$ cat src/rtl/sc_pkg.sv
// sc_pkg: shared LFSR tap table, FSM states and seed rotation for stochastic number generators
package sc_pkg;

    typedef enum logic {IDLE, RUN} state_t;

    // Galois (right-shift) feedback masks giving maximal-length sequences
    function automatic logic [15:0] lfsr_taps(input int width);
        case (width)
            3:       return 16'h0006;
            4:       return 16'h000C;
            5:       return 16'h0014;
            6:       return 16'h0030;
            7:       return 16'h0060;
            8:       return 16'h00B8;
            9:       return 16'h0110;
            10:      return 16'h0240;
            11:      return 16'h0500;
            12:      return 16'h0E08;
            13:      return 16'h1C80;
            14:      return 16'h3802;
            15:      return 16'h6000;
            16:      return 16'hD008;
            default: return 16'h0000;
        endcase
    endfunction

    // rotate the low w bits of v left by n; bits above w come back as 0
    function automatic logic [15:0] rotl(input logic [15:0] v, input int w, input int n);
        logic [15:0] m;
        int k;
        m = 16'((32'd1 << w) - 32'd1);
        k = n % w;
        return ((v << k) | ((v & m) >> (w - k))) & m;
    endfunction

endpackage

$ cat src/rtl/sc_lfsr_load.sv
// sc_lfsr_load: Galois maximal-length LFSR with synchronous load, step enable and zero-seed guard
module sc_lfsr_load
    import sc_pkg::*;
#(
    parameter int WIDTH = 8
) (
    input  logic             clk,
    input  logic             rst,
    input  logic             load,
    input  logic             en,
    input  logic [WIDTH-1:0] seed,
    output logic [WIDTH-1:0] q
);

    localparam logic [WIDTH-1:0] TAPS = WIDTH'(lfsr_taps(WIDTH));

    // load wins over stepping; an all-zero seed would lock the register, so it becomes 1
    always_ff @(posedge clk or negedge rst)
        if (!rst) q <= WIDTH'(1);
        else if (load) q <= (seed == '0) ? WIDTH'(1) : seed;
        else if (en) q <= (q >> 1) ^ (q[0] ? TAPS : '0);

endmodule

$ cat src/rtl/sng_array.sv
// sng_array: multi-channel stochastic number generator with start/busy/done stream-length handshake
module sng_array
    import sc_pkg::*;
#(
    parameter int PRECISION = 8,
    parameter int CHANNELS  = 4,
    parameter int LEN_W     = 16,
    parameter bit INDEP_RNG = 1'b1
) (
    input  logic                          clk,
    input  logic                          rst,
    input  logic                          start,
    input  logic                          stop,
    input  logic [LEN_W-1:0]              len,
    input  logic [PRECISION-1:0]          seed,
    input  logic [CHANNELS*PRECISION-1:0] in,
    output logic                          busy,
    output logic                          out_valid,
    output logic [CHANNELS-1:0]           out,
    output logic                          done
);

    state_t                        state, state_nx;
    logic [LEN_W-1:0]              cnt;
    logic [CHANNELS*PRECISION-1:0] in_q;
    logic [PRECISION-1:0]          rng [CHANNELS];
    logic [PRECISION-1:0]          seed_nz;
    logic [CHANNELS-1:0]           cmp;
    logic                          accept, run, last;

    assign accept  = state == IDLE && start;
    assign run     = state == RUN;
    assign last    = run && !stop && cnt == LEN_W'(1);
    assign busy    = run;
    assign seed_nz = (seed == '0) ? PRECISION'(1) : seed;

    if (INDEP_RNG) begin : g_indep
        for (genvar c = 0; c < CHANNELS; c++) begin : g_ch
            sc_lfsr_load #(.WIDTH(PRECISION)) u_lfsr (
                .clk  (clk),
                .rst  (rst),
                .load (accept),
                .en   (run),
                .seed (PRECISION'(rotl(16'(seed_nz), PRECISION, c))),
                .q    (rng[c])
            );
        end
    end else begin : g_shared
        logic [PRECISION-1:0] q;
        sc_lfsr_load #(.WIDTH(PRECISION)) u_lfsr (
            .clk  (clk),
            .rst  (rst),
            .load (accept),
            .en   (run),
            .seed (seed_nz),
            .q    (q)
        );
        for (genvar c = 0; c < CHANNELS; c++) begin : g_ch
            assign rng[c] = q;
        end
    end

    // a channel emits 1 when its noise sample does not exceed the latched value
    always_comb begin
        cmp = '0;
        for (int i = 0; i < CHANNELS; i++)
            cmp[i] = rng[i] <= in_q[i*PRECISION +: PRECISION];
    end

    // state register
    always_ff @(posedge clk or negedge rst)
        if (!rst) state <= IDLE;
        else state <= state_nx;

    // IDLE -> RUN on a non-empty request; RUN -> IDLE on stop or after the final bit
    always_comb begin
        state_nx = state;
        if (!run) state_nx = (accept && len != '0) ? RUN : IDLE;
        else state_nx = (stop || cnt == LEN_W'(1)) ? IDLE : RUN;
    end

    // latch the request, count bits down (never past 0) and register the stream outputs
    always_ff @(posedge clk or negedge rst)
        if (!rst) begin
            cnt       <= '0;
            in_q      <= '0;
            out_valid <= 1'b0;
            out       <= '0;
            done      <= 1'b0;
        end else begin
            if (accept) begin
                in_q <= in;
                cnt  <= len;
            end else if (run && cnt != '0) cnt <= cnt - LEN_W'(1);
            out_valid <= run && !stop;
            out       <= (run && !stop) ? cmp : '0;
            done      <= (accept && len == '0) || last;
        end

endmodule
$ cat config.mk
export PLATFORM = sky130hd
export DESIGN_NAME = sng_array
export DESIGN_NICKNAME = d
export VERILOG_FILES = /design/src/rtl/sc_pkg.sv /design/src/rtl/sc_lfsr_load.sv /design/src/rtl/sng_array.sv
export SDC_FILE = /design/constraint.sdc
export NUM_CORES = 1
export LEC_CHECK = 0
export BUFFER_PORTS_ARGS = -buffer_cell sky130_fd_sc_hd__buf_4
export CORE_UTILIZATION = 30
export CTS_CLUSTER_SIZE = 16
export DETAILED_ROUTE_END_ITERATION = 12
export PLACE_DENSITY = 0.48
export SYNTH_ARGS = -nofsm -noshare
export SYNTH_HDL_FRONTEND = slang
export SYNTH_SLANG_ARGS = --single-unit
$ cat constraint.sdc
create_clock -name clk -period 4.17 [get_ports clk]
set_clock_uncertainty 0.05 [all_clocks]
set_input_delay 0.417 -clock clk [delete_from_list [all_inputs] [get_ports clk]]
set_output_delay 0.417 -clock clk [all_outputs]
set_load 0.05 [all_outputs]
==> flow_metrics.tcl <==
set metrics [dict create \
    min_period_ps 2440 \
    cts-resized-gates 0 \
    num_io_pins 67 \
    ys_ff_latch 87 \
    tightest_slew_ps 1000 \
    cts-root-buf "clkbuf_16" \
    postSynthCellCount 512 \
    critPathKind "reg2reg" \
    avgRoutedWirePerCell_microns 15.8 \
    relSlewSlack_pct 32.9 \
    port_buffers 66 \
    final_cells 780 \
    clockBufferDepth 2 \
    required_ps 4370 \
    synthesis.nets 606 \
    seqCellArea_sq_mm 0.00218 \
    grt-ovfl-total 0 \
    end_kind "flip-flop" \
    period_share_pct 58.5 \
    drc 0 \
    placed_cells_incl_taps 764 \
    final_hold_viol_count 0 \
    yosys_warnings 0 \
    crit_path_max_fanout 38 \
    start_kind "flip-flop" \
    multi_input_area_sq_mm 0.00237 \
    power.leakage_nw 2.64 \
    grt_pass1_vias 3934 \
    rsz0062_at_grt "false" \
    netlist_area_sq_mm 0.00479 \
    peakVddDrop_mv 0.208 \
    drt_wl_total_microns 12300 \
    gp_congestion 0.806 \
    rows 45 \
    grt_pass1_wl_microns 20400 \
    slew_violations 0 \
    maxCapViolCount 0 \
    vias 3840 \
    cts_buffers 9 \
    worstHoldPathType "in2async" \
    nFillCells 1600 \
    syn_to_final_growth_pct 21.1 \
    final.setup.tns_ps 0 \
    n_antenna_cell 0 \
    viasPerCell 4.92 \
    synthFlopType "dfrtp_1" \
    postCtsSetupBuffers 0 \
    clk_latency_ps 350 \
    die_y_microns 128 \
    synth.avg_cell_area_sq_um 9.36 \
    initial_core_util_pct 31.1 \
    die-area_sq_mm 0.0165 \
    outcome "complete, no violations" \
    finalSetupViolCount 0 \
    nNetsFinal 658 \
    drtIter0Drc 181 \
    place_hpwl_microns 8680 \
    clock_sinks 87 \
    final_antenna_net_count 0 \
    cts_hold_buf 0 \
    yosysSeqAreaShare_pct 45.5 \
    grt_start_max_net_pins 57 \
    grt_antenna_before_repair 0 \
    async_flop_share_pct 100 \
    clk_pin_slew_ps 70 \
    grt_use_total_pct 16.2 \
    arrival_ps 2640 \
    synth.distinct_cells 50 \
    power_per_cell_area_mw_per_mm2 541 \
    h-tree-depth 3 \
    core_sq_mm 0.0154 \
    drtPass1Iterations 4 \
    synth_edf_count 0 \
    die_w_microns 128 \
    layout-drive-gt1-share_pct 17.4 \
    cts_tree "built" \
    max_freq_mhz 410 \
]
==> flip-flops by register name, indices dropped and copies added, names as in the netlist <==
signal / flops
done: 1
out_valid: 1
g_indep.g_ch.u_lfsr.q: 32
out: 4
cnt: 16
in_q: 32
busy: 1
==> path summary, 6_finish.rpt <==
kind	depth (start not counted)	to	slack, ps	startpoint
min	1	in_q[19]	90	rst
max in group asynchronous	2	g_indep.g_ch[3].u_lfsr.q[0]	3030	rst
min reg2reg	2	in_q[8]	450	in_q[8]
min in group clk	3	in_q[13]	210	in[13]
max	5	cnt[10]	1730	busy
max reg2reg	5	cnt[10]	1730	busy
==> cell type report <==
class                           count  share of cell area (%)
Multi-Input combinational cell    359                    40.8
Sequential cell                    87                    37.6
Timing Repair Buffer               70                    9.05
Tap cell                          211                    4.55
Clock buffer                       11                    4.18
Inverter                           37                    2.39
Clock inverter                      5                    1.42
==> through the flow <==
step / hold WS (ps) / power (mW) / instance area (sq um) / setup slack (ps) / util (%)
after floorplan: 71.4 / 1.97 / 4790 / 1990 / -
after global placement: 424 / 2.24 / 5480 / 1620 / 35.5
after detailed placement: 428 / 2.28 / 5480 / 1590 / 35.5
after CTS: 118 / 3.19 / 5810 / 1730 / 37.6
after global routing: 157 / 3.40 / 5810 / 1580 / 37.6
final: 89.2 / 3.14 / 5810 / 1730 / 37.6
==> power breakdown <==
group / switching, mW / total [mW] / internal, mW
clock: 0.340 / 0.883 / 0.543
sequential: 0.219 / 1.30 / 1.08
combinational: 0.525 / 0.959 / 0.434
total: 1.08 / 3.14 / 2.06
==> layer usage <==
| metal | track usage, % | vias up | routed length (microns) |
|---|---|---|---|
| met5 | 0 | - | 0 |
| met4 | 6.78 | 0 | 215 |
| met3 | 2.91 | 16 | 352 |
| met2 | 26.2 | 58 | 5730 |
| met1 | 21.3 | 1849 | 6020 |
| li1 | - | 1917 | - |
==> logic make-up (layout without fill, tap and decap cells) <==
group,count (synthesis),in the layout,share of synthesized area (%)
flip-flops,87,87,45.5
AND/OR/NAND/NOR,149,149,15.1
AO/OA/AOI/OAI,138,138,17.8
buffers and inverters,66,123,5.25
multiplexers,22,22,4.59
adder cells (fa/ha/maj),34,34,8.87
XOR/XNOR,16,16,2.92
==> cell usage in the layout, fill, tap and decap left out, drive strengths merged, types with 10 or more instances in the layout <==
cell,count
ha,34
nor2,18
dfrtp,83
buf,70
nor2b,10
mux2i,22
nand2,72
clkbuf,11
inv,36
o21ai,57
a21oi,33
==> cells in the mapped netlist, types with 9 or more instances <==
library cell	number	area share, %
xnor2_1	9	1.6
mux2i_1	22	4.6
inv_1	36	2.8
o21ai_0	54	5.6
nor2b_1	10	1.3
clkbuf_1	20	1.6
nor2_1	18	1.4
a21oi_1	32	3.3
nand2_1	72	5.6
dfrtp_1	83	43
ha_1	34	8.9
nand4_1	9	1.2
==> worst max-delay path, stage by stage, from the launching register on <==
cell	delay, ps
dfrtp_2	740
buf_4	450
nor2_1	180
a21oi_1	560
a21oi_1	160
a211oi_2	180
Power figures use the tool's default switching activity.
